`src/rtl/eq_gain_scheduler.sv`:
```
// Band-gain command sequencer: queues host gain writes and applies them only on qualified frame boundaries.
// Build option EQ_GAIN_RAMP_EN: defined steps a gain by one per frame; undefined loads the target in one frame.
module eq_gain_scheduler #(
    parameter int NUMBER_OF_FILTERS = 8,
    parameter int GAIN_BITS         = 2,
    parameter int DEFAULT_GAIN      = 1,
    parameter int FIFO_DEPTH        = 4,
    parameter int BAND_BITS         = $clog2(NUMBER_OF_FILTERS)
) (
    input  logic                                   clk,
    input  logic                                   rst,
    input  logic                                   clk_enable,
    input  logic                                   frame_strobe,
    input  logic                                   eq_enable,
    input  logic                                   cfg_valid,
    output logic                                   cfg_ready,
    input  logic [BAND_BITS-1:0]                   cfg_band,
    input  logic [GAIN_BITS-1:0]                   cfg_gain,
    output logic [NUMBER_OF_FILTERS*GAIN_BITS-1:0] amplifier_gains,
    output logic                                   amplifier_enable,
    output logic                                   busy,
    output logic                                   gain_done,
    output logic                                   cfg_error
);
    localparam int PTR_BITS = $clog2(FIFO_DEPTH);
    localparam int CNT_BITS = PTR_BITS + 1;
    localparam logic [CNT_BITS-1:0]  FULL_COUNT = CNT_BITS'(FIFO_DEPTH);
    localparam logic [GAIN_BITS-1:0] RESET_GAIN = GAIN_BITS'(DEFAULT_GAIN);
    localparam logic [31:0]          BAND_LIMIT = 32'(NUMBER_OF_FILTERS);

    typedef enum logic [1:0] {IDLE, FETCH, RAMP, DONE} state_t;

    state_t                         state;
    logic [BAND_BITS+GAIN_BITS-1:0] fifo_mem [FIFO_DEPTH];
    logic [PTR_BITS-1:0]            wr_ptr;
    logic [PTR_BITS-1:0]            rd_ptr;
    logic [CNT_BITS-1:0]            count;
    logic [CNT_BITS-1:0]            count_next;
    logic                           ready_q;
    logic                           push;
    logic                           pop;
    logic                           frame_event;
    logic                           band_valid;
    logic [BAND_BITS-1:0]           cmd_band;
    logic [GAIN_BITS-1:0]           cmd_gain;
    logic [GAIN_BITS-1:0]           cur_gain;
    logic [GAIN_BITS-1:0]           step_gain;
    logic [GAIN_BITS-1:0]           gain_q [NUMBER_OF_FILTERS];
    logic                           amp_en_q;
    logic                           gain_done_q;
    logic                           cfg_error_q;

    always_comb begin
        frame_event = frame_strobe && clk_enable;
        push        = cfg_valid && ready_q;
        pop         = (state == IDLE) && (count != '0);
        count_next  = count;
        if (push && !pop) begin
            count_next = count + 1'b1;
        end else if (pop && !push) begin
            count_next = count - 1'b1;
        end
        band_valid = {{(32-BAND_BITS){1'b0}}, cmd_band} < BAND_LIMIT;
        // Mux by comparison so an out-of-range band never indexes past the gain array.
        cur_gain = '0;
        for (int unsigned i = 0; i < NUMBER_OF_FILTERS; i++) begin
            if (cmd_band == BAND_BITS'(i)) begin
                cur_gain = gain_q[i];
            end
        end
`ifdef EQ_GAIN_RAMP_EN
        step_gain = (cur_gain < cmd_gain) ? cur_gain + 1'b1 : cur_gain - 1'b1;
`else
        step_gain = cmd_gain;
`endif
        amplifier_gains = '0;
        for (int unsigned i = 0; i < NUMBER_OF_FILTERS; i++) begin
            amplifier_gains[i*GAIN_BITS +: GAIN_BITS] = gain_q[i];
        end
    end

    always_ff @(posedge clk) begin
        if (push) begin
            fifo_mem[wr_ptr] <= {cfg_band, cfg_gain};
        end
    end

    always_ff @(posedge clk) begin
        if (rst) begin
            state       <= IDLE;
            wr_ptr      <= '0;
            rd_ptr      <= '0;
            count       <= '0;
            ready_q     <= 1'b0;
            cmd_band    <= '0;
            cmd_gain    <= '0;
            amp_en_q    <= 1'b0;
            gain_done_q <= 1'b0;
            cfg_error_q <= 1'b0;
            for (int unsigned i = 0; i < NUMBER_OF_FILTERS; i++) begin
                gain_q[i] <= RESET_GAIN;
            end
        end else begin
            count       <= count_next;
            ready_q     <= (count_next != FULL_COUNT);
            gain_done_q <= 1'b0;
            cfg_error_q <= 1'b0;
            if (push) begin
                wr_ptr <= wr_ptr + 1'b1;
            end
            if (frame_event) begin
                amp_en_q <= eq_enable;
            end
            case (state)
                IDLE: begin
                    if (pop) begin
                        {cmd_band, cmd_gain} <= fifo_mem[rd_ptr];
                        rd_ptr               <= rd_ptr + 1'b1;
                        state                <= FETCH;
                    end
                end
                FETCH: begin
                    if (!band_valid) begin
                        cfg_error_q <= 1'b1;
                        state       <= IDLE;
                    end else if (cur_gain == cmd_gain) begin
                        gain_done_q <= 1'b1;
                        state       <= DONE;
                    end else begin
                        state <= RAMP;
                    end
                end
                RAMP: begin
                    if (frame_event) begin
                        for (int unsigned i = 0; i < NUMBER_OF_FILTERS; i++) begin
                            if (cmd_band == BAND_BITS'(i)) begin
                                gain_q[i] <= step_gain;
                            end
                        end
                        if (step_gain == cmd_gain) begin
                            gain_done_q <= 1'b1;
                            state       <= DONE;
                        end
                    end
                end
                DONE:    state <= IDLE;
                default: state <= IDLE;
            endcase
        end
    end

    assign cfg_ready        = ready_q;
    assign amplifier_enable = amp_en_q;
    assign gain_done        = gain_done_q;
    assign cfg_error        = cfg_error_q;
    assign busy             = (count != '0) || (state != IDLE);

endmodule

```
`config.mk`:
```
export PLATFORM = sky130hd
export DESIGN_NAME = eq_gain_scheduler
export DESIGN_NICKNAME = d
export VERILOG_FILES = /design/src/rtl/eq_gain_scheduler.sv
export SDC_FILE = /design/constraint.sdc
export NUM_CORES = 1
export LEC_CHECK = 0
export CORE_AREA = 2 2 58 87
export CTS_BUF_LIST = sky130_fd_sc_hd__clkbuf_4
export CTS_CLUSTER_DIAMETER = 30
export DETAILED_ROUTE_END_ITERATION = 16
export DIE_AREA = 0 0 60 89
export PLACE_DENSITY = 0.79
export SETUP_SLACK_MARGIN = 0.4
export SLEW_MARGIN = 10
export SYNTH_ARGS = -nofsm -noshare
export SYNTH_HDL_FRONTEND = slang
export SYNTH_SLANG_ARGS = --single-unit
```
`constraint.sdc`:
```
create_clock -name clk -period 2.3 [get_ports clk]
set_clock_uncertainty 0.1 [all_clocks]
set_input_delay 0.23 -clock clk [delete_from_list [all_inputs] [get_ports clk]]
set_output_delay 0.23 -clock clk [all_outputs]
set_load 0.03 [all_outputs]
```
Yosys cells after proc, flatten, opt, wreduce, memory -nomap -nowiden
Memories as Yosys holds them, arrays and structs flattened. A register that Yosys moved wholly into a read port is not among the register bits.
Cells that the tools add are included.
{"block": "totals", "regBits": 12, "latch_bits": 0, "mem_bits_rw": 36, "romBits": 0, "input_bits": 11, "out_inout_bits": 21, "elab_cells": 118, "n_memories": 2}
{"block": "classes", "n_addsub": 4, "multipliers": 0, "n_div": 0, "order_cmp": 0, "eq_ne": 14, "n_shift": 0, "n_mux": 69, "bitwise_logic": 8, "reduce_logical": 14}
{"memory": "fifo_mem", "depth": 4, "word_bits": 5, "rd": 1, "rd_clocked_by_memory_dff": 1, "write_ports": 1, "line": "34", "rtl": "logic [BAND_BITS+GAIN_BITS-1:0] fifo_mem [FIFO_DEPTH];"}
{"memory": "gain_q", "depth": 8, "word_bits": 2, "rd": 8, "rd_clocked_by_memory_dff": 0, "write_ports": 8, "line": "48", "rtl": "logic [GAIN_BITS-1:0] gain_q [NUMBER_OF_FILTERS];"}
{"op": "1-bit two-way mux", "n": 47}
{"op": "2-bit two-way mux", "n": 18}
{"op": "3-bit equality test, second input constant", "n": 4}
{"op": "1-bit OR", "n": 8}
{"op": "2-bit one-hot mux with 4 select lines", "n": 1}
{"op": "3-bit by 2-bit equality test with 1-bit output, second input constant", "n": 2}
{"op": "3-bit two-way mux", "n": 2}
{"op": "1-bit logical AND", "n": 5}
{"op": "2-bit by 1-bit adder with 2-bit output, second input constant", "n": 2}
{"op": "2-bit equality test, second input constant", "n": 2}
{"op": "2-bit inequality test, second input constant", "n": 2}
{"op": "2-bit AND reduction", "n": 2}
{"op": "3-bit by 1-bit adder with 3-bit output, second input constant", "n": 1}
{"op": "3-bit by 1-bit equality test with 1-bit output, second input constant", "n": 1}
{"op": "3-bit zero test", "n": 1}
{"op": "3-bit inequality test, second input constant", "n": 1}
{"op": "3-bit nonzero test", "n": 1}
{"op": "3-bit by 1-bit subtractor with 3-bit output, second input constant", "n": 1}
{"op": "2-bit by 1-bit equality test with 1-bit output, second input constant", "n": 1}
{"op": "2-bit equality test", "n": 1}
{"op": "1-bit zero test", "n": 2}
{"op": "2-bit zero test", "n": 1}
{"op": "1-bit one-hot mux with 2 select lines", "n": 1}
{"op": "2-bit nonzero test", "n": 1}
{"op": "1-bit logical OR", "n": 1}

Longest topological paths before layout
Gate-level depths: netlist (run 1).
{"block": "logic_depth", "word_depth": 12, "depth_mapped": 8, "mapped_depth_nobuf": 7}

Least setup slack after synthesis (run 1)
Ideal clock, no wire load.
{"block": "synth_timing", "path_kind": "flip-flop to flip-flop", "startpoint": "register state[0]", "endpoint": "register state[0]", "setup_time_ps": 59, "t_arrival_ps": 1775, "t_required_ps": 2141, "setup_slack_ps": 366, "path_stages_with_launch": 8, "n_path_buf": 0, "synth_period_minus_slack_ps": 1934, "cell_sequence": "dfxtp_1 > inv_1 > ha_1 > nand3b_1 > a21boi_0 > a21oi_1 > a311oi_1 > a41o_1"}
{"block": "synth_between", "elab_chain_cells": 4, "elab_cells_between_ends": 9, "cone_classes": "eq/ne: 5; mux: 1; reduce/logical: 3"}
{"element": "start, declared", "line": "33", "rtl": "state_t state;"}
{"element": "start signal, assigned", "line": "90", "rtl": "state <= IDLE;"}
{"element": "start signal, assigned", "line": "119", "rtl": "state <= FETCH;"}
{"element": "start signal, assigned", "line": "125", "rtl": "state <= IDLE;"}
{"element": "2-bit zero test", "line": "56, 114"}
{"element": "1-bit logical AND", "line": "56", "rtl": "pop = (state == IDLE) && (count != '0);"}
{"element": "2-bit inequality test (no source line)"}
{"element": "2-bit AND reduction (no source line)"}
Several ways; a longest one is shown, not always the timed one.
A chain may end at the register's enable or synchronous reset.

==> results of run 1 <==
## path summary, 6_finish.rpt
kind | startpoint | to | depth (start not counted)
max reg2reg | state[0] | gain_q[0][2] | 5
min reg2reg | amplifier_enable | amplifier_enable | 2
max | state[0] | gain_q[0][2] | 5
min | eq_enable | amplifier_enable | 3
## cells in the mapped netlist, types with 2 or more instances
| cell type | count |
|---|---|
| sky130_fd_sc_hd__dfxtp_1 | 17 |
| sky130_fd_sc_hd__buf_2 | 2 |
| sky130_fd_sc_hd__clkbuf_1 | 3 |
| sky130_fd_sc_hd__or2_2 | 3 |
| sky130_fd_sc_hd__and3_1 | 4 |
| sky130_fd_sc_hd__inv_1 | 10 |
| sky130_fd_sc_hd__nor4_1 | 2 |
| sky130_fd_sc_hd__nand4_1 | 2 |
| sky130_fd_sc_hd__a2bb2oi_1 | 2 |
| sky130_fd_sc_hd__o211ai_1 | 2 |
| sky130_fd_sc_hd__mux4_2 | 5 |
| sky130_fd_sc_hd__nor2b_1 | 4 |
| sky130_fd_sc_hd__mux2_4 | 2 |
| sky130_fd_sc_hd__nor3_1 | 3 |
| sky130_fd_sc_hd__edfxtp_1 | 36 |
| sky130_fd_sc_hd__mux2_2 | 2 |
| sky130_fd_sc_hd__ha_1 | 10 |
| sky130_fd_sc_hd__a41o_1 | 2 |
| sky130_fd_sc_hd__nand3b_1 | 2 |
| sky130_fd_sc_hd__nand2_1 | 25 |
| sky130_fd_sc_hd__xnor2_1 | 4 |
| sky130_fd_sc_hd__o21bai_1 | 2 |
| sky130_fd_sc_hd__a21oi_1 | 10 |
| sky130_fd_sc_hd__xor2_1 | 3 |
| sky130_fd_sc_hd__nand3_1 | 6 |
| sky130_fd_sc_hd__nand2b_1 | 6 |
| sky130_fd_sc_hd__o21ai_0 | 2 |
| sky130_fd_sc_hd__and2_1 | 2 |
| sky130_fd_sc_hd__nor2_1 | 15 |
| sky130_fd_sc_hd__buf_4 | 4 |
| sky130_fd_sc_hd__mux2i_1 | 3 |
| sky130_fd_sc_hd__a21o_1 | 2 |
## registers in the layout, indices dropped and copies added, names as in the netlist
| register | flops |
|---|---|
| amplifier_enable | 1 |
| cfg_ready | 1 |
| cmd_band | 3 |
| cmd_gain | 2 |
| count | 3 |
| fifo_mem | 20 |
| gain_done | 1 |
| gain_q | 16 |
| rd_ptr | 2 |
| state | 2 |
| wr_ptr | 2 |
## where the power goes
part | internal [µW] | switching, µW | total [µW]
Combinational | 536 | 664 | 1200
Sequential | 1170 | 193 | 1360
Clock | 132 | 287 | 418
## layout make-up
type | count | area (µm²) | area share, %
clock inverter | 2 | 15.0 | 0.509
sequential | 53 | 1430 | 48.4
clock buffer | 6 | 45.0 | 1.53
timing repair buffer | 33 | 317 | 10.7
multi-input combinational | 141 | 1030 | 34.9
tap | 64 | 80.1 | 2.71
inverter | 10 | 37.5 | 1.27
## layer usage
layer / vias to the layer above / track usage, % / share of wire [%]
li1: 829 / - / -
met1: 753 / 19.1 / 36
met2: 52 / 38.7 / 57
met3: 17 / 3.33 / 3.0
met4: 0 / 10.9 / 3.8
met5: - / 0 / 0
## critical path, delay by kind of cell (launching register included)
kind	cells	cell delay, ps
buffers and inverters	1	80
and+or+nand+nor	3	840
DFF	1	370
adders and majority gates	1	210
## repair_timing
item / 4_1_cts / 5_1_grt
pin swaps: 0 / 1
setup endpoints to repair: 9 / 7
hold buffers: 0 / 0
resized for setup: 7 / 9
## metrics by stage
step	util, %	cell area, µm²	total power (µW)
floorplan	-	2550	2270
CTS	64.8	2950	2970
finish	65.0	2950	2980
global placement	63.3	2880	2500
global route	65.0	2950	3170
detailed placement	63.3	2880	2540
## cells by family after synthesis
| group | count (synthesis) |
|---|---|
| AO/OA/AOI/OAI | 32 |
| XOR/XNOR | 7 |
| adder cells (fa/ha/maj) | 11 |
| buffers and inverters | 21 |
| flip-flops | 53 |
| multiplexers | 12 |
| other | 1 |
| AND/OR/NAND/NOR | 78 |
==> impl_summary.md, run 1 <==
Run status
The flow ran to the end, and the final reports show no timing, DRC or antenna violations.

Setup path
STA classifies the critical path startpoint as a flop. The worst register-to-register path has a setup slack of around 480 ps. The endpoint required time on the critical path is between 2000 and 2500 ps. In this design, the stage delay of the slowest critical-path cell is around 400 ps. The maximum fanout encountered on the critical timing path is 6.

The signal arrival time at the worst endpoint is between 1500 and 2000 ps. The category of the worst setup path capture point is a flop. The cell with the biggest individual delay on the critical path is sky130_fd_sc_hd__or3_1. The critical path goes through inv_1 -> ha_1 -> nand4_2 -> or3_1 -> or2_1. By startpoint and endpoint, the worst setup path is classified as flop to flop.

Cells and area
The library cells used most frequently in the layout, excluding fill and tap cells, are sky130_fd_sc_hd__edfxtp_1 (36), sky130_fd_sc_hd__clkdlybuf4s50_1 (28), sky130_fd_sc_hd__nand2_1 (25). The layout overhead on the synthesized area is 15.7%. The final-stage net count is 265. The filler-free cell count of the finished design is roughly 310.

The number of filler cells placed in the layout is about 370. Of the cells placed in the final design, the portion with a size suffix greater than 1 is 16.7%. The most frequent standard cell in the layout excluding fill and tap cells is sky130_fd_sc_hd__edfxtp_1. 0 antenna diodes ended up in the layout.

Drt
The number of antenna-violating nets in the routed design is 0. The pre-antenna-repair detailed-routing pass consisted of 4 iterations. The average wire per standard cell is between 15 and 20 µm. After detailed routing, the number of vias per cell comes to between 5 and 6.

The number of DRC violations after detailed routing is 0. The detailed router placed about 1700 vias in this run. The number of violations reported at the end of detailed-routing iteration 0 is between 50 and 60. The detailed-route wire length is approximately 4700 µm.

Clock tree
The number of clock buffers added by TritonCTS is 5. Buffers added to address setup during post-CTS repair amount to 0. The clock passes through at most 2 buffers. The H-tree generated during clock tree synthesis spans 2 levels. The clock sink count is 53. The TritonCTS clock tree is yes. The cell at the root of the clock tree is sky130_fd_sc_hd__clkbuf_4.

Clock-pin slew was measured on the worst setup and hold paths at around 150 ps. The clock reaches the later pin of the worst-skew pair after between 300 and 400 ps.

Timing
In the finished design, the share of the clock period the worst path needs comes to between 70% and 80%. The tightest hold path in the finished design has a slack of between 300 and 400 ps. Setup repair after global routing left no endpoint under its margin. The final max-slew violation count is 0.

The maximum frequency from static timing analysis is approximately 0.55 GHz. The smallest clock period supported by the final layout is computed as 1820 ps. Headroom to the max-slew limit came out at 66.2%.

The count of endpoints failing hold in the final timing report is 0. For the pin with the worst max-slew slack, the measured transition is around 510 ps. The final setup violation count is 0.

The worst setup margin is 479 ps. After routing, the total negative slack on setup checks comes to 0 ps.

Floorplan
The initial core utilization is a little under three fifths. The die covers between 0.005 and 0.006 mm². After floorplanning, the core was divided into 30 placement rows. Pin placement for this block handled 32 I/O pins. The die is 60 µm wide. Measured along the y axis, the die boundary spans between 80 and 90 µm.

The core region is roughly 0.0045 mm².

Logic synthesis
After synthesis, the share of cell area in mux cells is approximately 7.7%. The synthesized netlist devotes between 2 and 2.5% of its cell area to XOR and XNOR gates. The synthesized design contains 53 register bits.

Summing the areas of all fa, ha and maj instances in the mapped netlist gives roughly 5.3% of the synthesized area. The proportion of netlist area held by the largest area contributor is approximately 42%. In the synthesized netlist the async set-or-reset flop fraction comes to 0%.

The count of yosys warnings during synthesis is 0. In the synthesized netlist, the number of instances is around 220. The average instance in the mapped netlist occupies ~12 µm². The total standard cell area after synthesis is 0.00255 mm². Summing the areas of all compound-gate instances in the mapped netlist gives 9.03% of the synthesized area. The number of synthesized flops with an enable pin is 36. When the netlist entered floorplanning its net count stood at around 240.

The number of library cell types mapped by synthesis is 50. Yosys attributes the largest share of cell area to sky130_fd_sc_hd__edfxtp_1 (42%), sky130_fd_sc_hd__dfxtp_1 (13%), sky130_fd_sc_hd__ha_1 (4.9%). For this run, the leading register cell type out of synthesis is sky130_fd_sc_hd__edfxtp_1.

The dominant combinational cell family by area after synthesis is simple AND/OR/NAND/NOR gates. Of the total synthesized cell area, the portion taken by AND, OR, NAND and NOR gates is 15.3%. The cell type with the highest aggregate area in the netlist is sky130_fd_sc_hd__edfxtp_1.

Of the synthesized area, sequential elements account for 55.7%.

Pwr
The worst-case IR drop observed on VDD is ~610 µV. In this run the power density over the cells is 1010 mW/mm². In this run the static leakage power is between 0.001 and 0.0015 µW.

Global route
The global-route wire length before repair is about 7700 µm. For this run, the total global-route usage over all layers was measured as 20.0%. The number of global-route vias before repair is around 1700. The maximum number of pins on one net before global-route repair is 20.

The number of antenna violations at the first check in global routing is 0. The sum of overflow across all layers after global routing is 0.

Hold path
The worst min-delay path class is primary input to flop.

Placement
Once placement completed, the tool counted placed cells totaling around 300. Input and output buffers added on the ports amount to 30. Before CTS, the worst setup slack after placement is ~270 ps. The HPWL reported at the end of detailed placement is ~3700 µm. The congestion estimate from routability-driven global placement came to ~0.84.

Flow run
Max-cap violations in this run came to 0.
No activity file was read; power rests on OpenSTA's default activity.
==> run 2, diff against run 1 <==
- CORE_AREA: 2 2 58 87 -> 2 2 61 91
- DIE_AREA: 0 0 60 89 -> 0 0 63 93
- PLACE_DENSITY: 0.79 -> 0.75
- clock period: 2.3 -> 1.6 ns (I/O delays scaled with it)
==> run 2 against run 1 <==
Against the previous run:
- the flow now finishes with violations (setup timing)
- critical path depth rose by 2
- clock power rose by 50%
- final cell count rose by 18%
- global-route usage rose by 1.4 points
- worst setup slack got worse by 590 ps
- wire length rose by 36%
- via count rose by 19%
- fmax rose by 6.4%
==> impl_summary.md, run 2 (synthesis gave the netlist of run 1 again) <==
Pwr
Summed over all nets, the switching power comes to approximately 2400 µW. For this design the ratio of total power to cell area is roughly 1600 mW/mm². The power share of the sequential group is 31.6%. The worst-case IR drop observed on VDD is 1120 µV. The design internal power is between 3000 and 4000 µW. The leakage power summed over all cells is approximately 0.0015 µW. The switching portion of total power is 38.9%.

The clock power share is 10.1%. The share of total power dissipated in combinational logic is between 50% and 60%.

Setup path
Data on the critical path arrives at its endpoint at 1910 ps. Counting cells, the worst reg-to-reg path comes to 7. The critical path is of the flop to flop type. STA classifies the critical path startpoint as a flop. The endpoint required time on the critical path is between 1500 and 2000 ps. The maximum fanout encountered on the critical timing path is 7. STA classifies the critical path endpoint as a flop.

Cells and area
The largest registers in the layout are fifo_mem: 20 flops, gain_q: 16 flops. Summing all multi-input logic gate instances after layout gives ~0.0014 mm². The sequential cell area in the final layout is between 0.001 and 0.0015 mm². The area growth from synthesis to layout is 53.2%.

The register ranked first by flip-flop count is fifo_mem. The final antenna diode count is 0. Summing all non-filler instances in the final layout gives an area of slightly below 0.004 mm². The library cell used most frequently in the layout, excluding fill and tap cells, is sky130_fd_sc_hd__buf_4.

The post-route netlist has approximately 58% of its cells at a drive strength greater than 1. In the layout the commonest cells are sky130_fd_sc_hd__buf_4 (38), sky130_fd_sc_hd__buf_6 (37), sky130_fd_sc_hd__edfxtp_1 (36). After filler insertion, the fill cell instance count of the layout stands at around 320. The register with the most flip-flops in the layout has 20 of them.

The final-stage net count is between 300 and 400.

Floorplan
In this run the vertical extent of the chip is about 93 µm. In this run the standard cell core region covers roughly 0.0051 mm². The die is 63 µm wide. The number of ports placed on the die boundary is 32.

The row count is 32. The initial core utilization is about 50%. The die covers between 0.005 and 0.006 mm².

Clock tree
The clock latency on the worst-skew pair is 390 ps. Hold repair after CTS inserted 0 buffers. TritonCTS built the clock tree.

The clock-pin transition on the worst setup and hold timing paths is 160 ps. Buffers inserted during clock tree synthesis total 5. For this design, the sink count on the clock tree is 53. The root buffer cell chosen for the clock tree is sky130_fd_sc_hd__clkbuf_4. The clock tree synthesis step divided the H-tree into 2 levels. The buffer depth of the longest clock path is 2.

Global route
The number of antenna violations at the first check in global routing was 0. The sum of overflow across all layers after global routing is 0. Entering global routing, the biggest net connects 19 pins. The number of global-route vias before repair is between 2000 and 2500.

The overall fraction of global-route tracks in use is between 20% and 30%. The first global-routing pass estimated ~9500 µm of wire.

Drt
The via count is between 1500 and 2000. The first detailed-routing pass took 4 iterations. In the final routed layout, each cell accounts on average for 17.6 µm. The number of vias per cell is around 5.4. For this block, the routed nets add up to about 6400 µm of wire. The detailed router finished its first iteration with 82 violations. The number of antenna-violating nets in the routed design is 0. The number of DRC violations after detailed routing is 0.

Timing
Across all setup checks in the final design, the least slack found is -112 ps. The portion of the clock cycle consumed by the worst path in the final layout is 107%. The final setup violation count is 5. Setup repair after global routing could not meet its margin everywhere. The count of endpoints failing hold in the final timing report came to 0. The final max-slew violation count is 0.

Based on the critical path, the design can be clocked at up to between 0.5 and 0.6 GHz. The clock period minus final worst setup slack is between 1500 and 2000 ps.

Placement
The placement-stage worst setup slack is -201 ps. Once placement finished, the instance area stood at approximately 0.0032 mm². The routability congestion estimate from global placement is 0.818. Detailed placement ended at an HPWL of 3930 µm. The count of buffers added on input and output ports is 30.

Flow run
The number of max-cap violations is 0.

Hold path
The cell depth of the worst hold path is 3. The path class of the tightest hold or removal check is primary input to flop.

Run status
The flow ran to the end, but the final reports show violations. The final reports fail on setup timing.
run 2: worst paths after layout:
check	slack, ps	startpoint	to
min	230	eq_enable	amplifier_enable
max reg2reg	-110	cmd_band[0]	gain_done
max	-110	cmd_band[0]	gain_done
min reg2reg	370	amplifier_enable	amplifier_enable
run 2: what timing repair did:
item                                    4_1_cts  5_1_grt
buffers inserted                             13       11
endpoints found under the setup margin       82       82
pin swaps                                    22       19
resized for setup                           207       38
run 2: cell type report:
type / count / area share [%]
Sequential cell: 53 / 37.1
Timing Repair Buffer: 86 / 20.9
Inverter: 10 / 1.22
Clock inverter: 3 / 0.672
Clock buffer: 5 / 0.961
Multi-Input combinational cell: 141 / 36.9
Tap cell: 68 / 2.18
run 2: stage by stage:
step	power (µW)	TNS (ps)	hold slack, ps	std cells	util, %
2_1_floorplan	3590	-127	159	215	-
3_3_place_gp	4220	-2380	344	334	62.9
3_5_place_dp	4260	-3080	355	334	62.9
4_1_cts	5750	-184	233	355	72.3
5_1_grt	6570	-867	250	366	76.8
6_report	6220	-326	226	366	76.8
run 2: power groups by stage:
stage	combinational, µW	sequential (µW)	clock [µW]
after global placement	2280	1940	0
final	3630	1970	628
after floorplan	1700	1900	0
after global routing	3880	2000	691
after detailed placement	2320	1950	0
after CTS	3180	1940	635
run 2: metal layers:
layer  vias up  GRT usage [%]  share of wire [%]
met3        17           3.49                2.6
li1        932              -                  -
met1       959           20.3                 33
met5         -              0                  0
met2        52           42.5                 61
met4         0           12.0                3.3
run 2: worst max-delay path: stages (launching register included):
cell and delay, ps:
sky130_fd_sc_hd__dfxtp_2 370, sky130_fd_sc_hd__buf_6 140, sky130_fd_sc_hd__buf_6 130, sky130_fd_sc_hd__nand2_1 70
sky130_fd_sc_hd__a2bb2oi_1 140, sky130_fd_sc_hd__o211ai_1 260, sky130_fd_sc_hd__xor2_1 140, sky130_fd_sc_hd__a41o_1 260
==> run 3, diff against run 2 <==
- CORE_AREA: 2 2 61 91 -> 2 2 58 87
- DIE_AREA: 0 0 63 93 -> 0 0 60 89
- PLACE_DENSITY: 0.75 -> 0.79
- clock period: 1.6 -> 1.9 ns (I/O delays scaled with it)
==> run 3 against run 2 <==
Against the previous run:
- the flow now finishes without violations
- power down 32%
- fmax up 1.9%
- clock power down 15%
- register-to-register slack better by 330 ps
- first-iteration DRC count down 18%
- flip-flop and latch count unchanged
- combinational power down 44%
- critical endpoint is now state[0]
==> impl_summary.md, run 3 (synthesis gave the netlist of run 1 again) <==
Run status
The run finished with clean final reports.

Drt
The number of violations reported at the end of detailed-routing iteration 0 is 67. The average wire per standard cell is roughly 16 µm. In the final routing, the length of wire on met1 measures 1820 µm.

After detailed routing, the met3 layer carries between 150 and 200 µm of wire. After detailed routing, the number of remaining DRC violations is 0. The via count is approximately 1800.

The top routing layer in use is met4. The first-pass iteration count of the detailed router is 4. The number of antenna-violating nets in the routed design is 0. In the detailed route, the total length drawn on met2 is 2960 µm.

Wires add up to between 5000 and 6000 µm. The number of vias per cell is roughly 5.5.

Pwr
The net switching power is between 1500 and 2000 µW. The share of total power dissipated in combinational logic is about half. Of the total power, the share spent switching nets is between 30% and 40%.

The power density over the cells is between 1000 and 1500 mW/mm². The internal portion of the total power is 2620 µW. The clock power share is between 10 and 15%. The share of total power dissipated in sequential elements is roughly 39%.

The leakage power summed over all cells is roughly 0.0012 µW. The design draws about 4200 µW. The maximum vdd ir drop is 759 µV.

Timing
After routing, the total negative slack on setup checks comes to 0 ps. The clock period minus final worst setup slack is roughly 1700 ps. The portion of the clock cycle consumed by the worst path in the final layout is 88.4%. Setup repair after global routing could not meet its margin everywhere. Static timing analysis puts the maximum clock frequency at around 0.60 GHz. The worst setup margin is about 220 ps.

The final setup violation count is 0. The count of endpoints failing hold in the final timing report is 0. The final max-slew violation count was 0.

Cells and area
The footprint of the multi-input gates is roughly 0.0012 mm². In the final layout, the share of cells above drive strength 1 is around 37%. The flip-flop count of the largest register after layout is 20. Leaving out fill and tap cells, the most frequent cell in the layout is sky130_fd_sc_hd__edfxtp_1. The sequential cell area in the final layout is between 0.001 and 0.0015 mm². The area growth from synthesis to layout is 27.6%. Ranked by flip-flop count, first place goes to fifo_mem.

0 antenna diodes ended up in the layout. Counting the fill cells in the layout gives 318. In the layout the commonest cells are sky130_fd_sc_hd__edfxtp_1 (36), sky130_fd_sc_hd__nand2_1 (25), sky130_fd_sc_hd__buf_4 (16).

The largest registers in the layout are fifo_mem: 20 flops, gain_q: 16 flops. At the end of the flow, the number of nets in the layout was between 200 and 300.

Floorplan
The floorplan has 30 rows. The core area is around 0.0045 mm². In this run the horizontal extent of the chip is about 60 µm. The die covers 0.00534 mm². 32 I/O pins were placed.

The die is 89 µm tall. The initial core utilization is 56.1%.

Setup path
Data arrives at the worst endpoint at roughly 1900 ps. The critical path is of the flop to flop type. The cell with the biggest individual delay on the critical path is sky130_fd_sc_hd__dfxtp_4. In this design, the stage delay of the slowest critical-path cell is 400 ps.

The worst setup path is captured at a flop. The type of element launching the critical path is a flop. Data on the critical path is required at its endpoint by around 2100 ps. Of all nets on the critical path, the largest fanout is 8. Traced cell by cell, the critical path runs through buf_12 -> mux2_2 -> a2bb2oi_1 -> o211ai_1 -> xor2_1 -> a41o_1.

Clock tree
TritonCTS built the clock tree. The clock-pin transition on the worst setup and hold timing paths is around 160 ps. The longest clock path from root to sink contains 2 buffers.

The CTS buffer count is 5. Counting every sink on the clock net gives 53. Clock latency on the worst-skew pair, taken at its later pin, is between 300 and 400 ps.

The cell at the root of the clock tree is sky130_fd_sc_hd__clkbuf_4. The number of buffers inserted for hold repair after clock tree synthesis is 0. The count of H-tree levels built during CTS is 2.

Global route
The maximum number of pins on one net before global-route repair is 22. The first global-routing pass estimated 7910 µm of wire. The overall fraction of global-route tracks in use is between 20% and 30%. The number of global-route vias before repair was about 1700.

The sum of overflow across all layers after global routing is 0. The number of antenna violations at the first check in global routing was 0.

Placement
Routability-driven placement finished with a final weighted congestion of between 0.8 and 0.9. The HPWL reported at the end of detailed placement is about 3600 µm. The total of buffers placed on input and output ports is 30. The placement-stage worst setup slack is about 82 ps.

Hold path
The worst min-delay path class is primary input to flop.

Flow run
The number of max-cap violations is 0.
run 3: power groups by stage:
stage / Clock, µW / Combinational [µW] / Sequential (µW)
floorplan: 0 / 1350 / 1590
global placement: 0 / 1640 / 1630
detailed placement: 0 / 1680 / 1640
CTS: 541 / 1880 / 1630
global route: 590 / 2210 / 1670
finish: 534 / 2050 / 1640
run 3: layout make-up:
class,instances,share of cell area (%)
clock buffer,5,1.15
inverter,10,1.23
timing repair buffer,52,13.5
multi-input combinational,141,36.6
clock inverter,3,0.769
sequential,53,44.3
tap,64,2.46
run 3: worst max-delay path: cells and delay by family (launching register included):
family | cells | cell delay (ps)
compound gates | 3 | 450
flops | 1 | 400
mux | 1 | 330
xor+xnor | 1 | 220
buf+inv | 1 | 130
run 3: worst paths after layout:
check                                       from          endpoint  slack (ps)  cells after the start
worst max-delay path                 cmd_band[0]          state[0]         220                      6
worst min register to register  amplifier_enable  amplifier_enable         370                      2
worst max register to register       cmd_band[0]          state[0]         220                      6
worst min-delay path                   eq_enable  amplifier_enable         250                      3
run 3: metal layers:
metal / vias up / GRT usage (%)
met3: 22 / 4.20
met1: 839 / 19.8
li1: 866 / -
met5: - / 0
met2: 62 / 39.1
met4: 0 / 10.1
run 3: metrics by stage:
stage / hold slack (ps) / utilization (%) / instances / area (µm²)
5_1_grt: 239 / 71.7 / 328 / 3250
3_3_place_gp: 344 / 66.1 / 305 / 3000
2_1_floorplan: 189 / - / 215 / 2620
6_report: 254 / 71.7 / 328 / 3250
3_5_place_dp: 356 / 66.1 / 305 / 3000
4_1_cts: 258 / 69.9 / 324 / 3180
run 3: timing repair:
item	CTS	global route
gates resized for setup	37	54
endpoints found under the setup margin	49	49
pin swaps	7	10
setup buffers	11	4
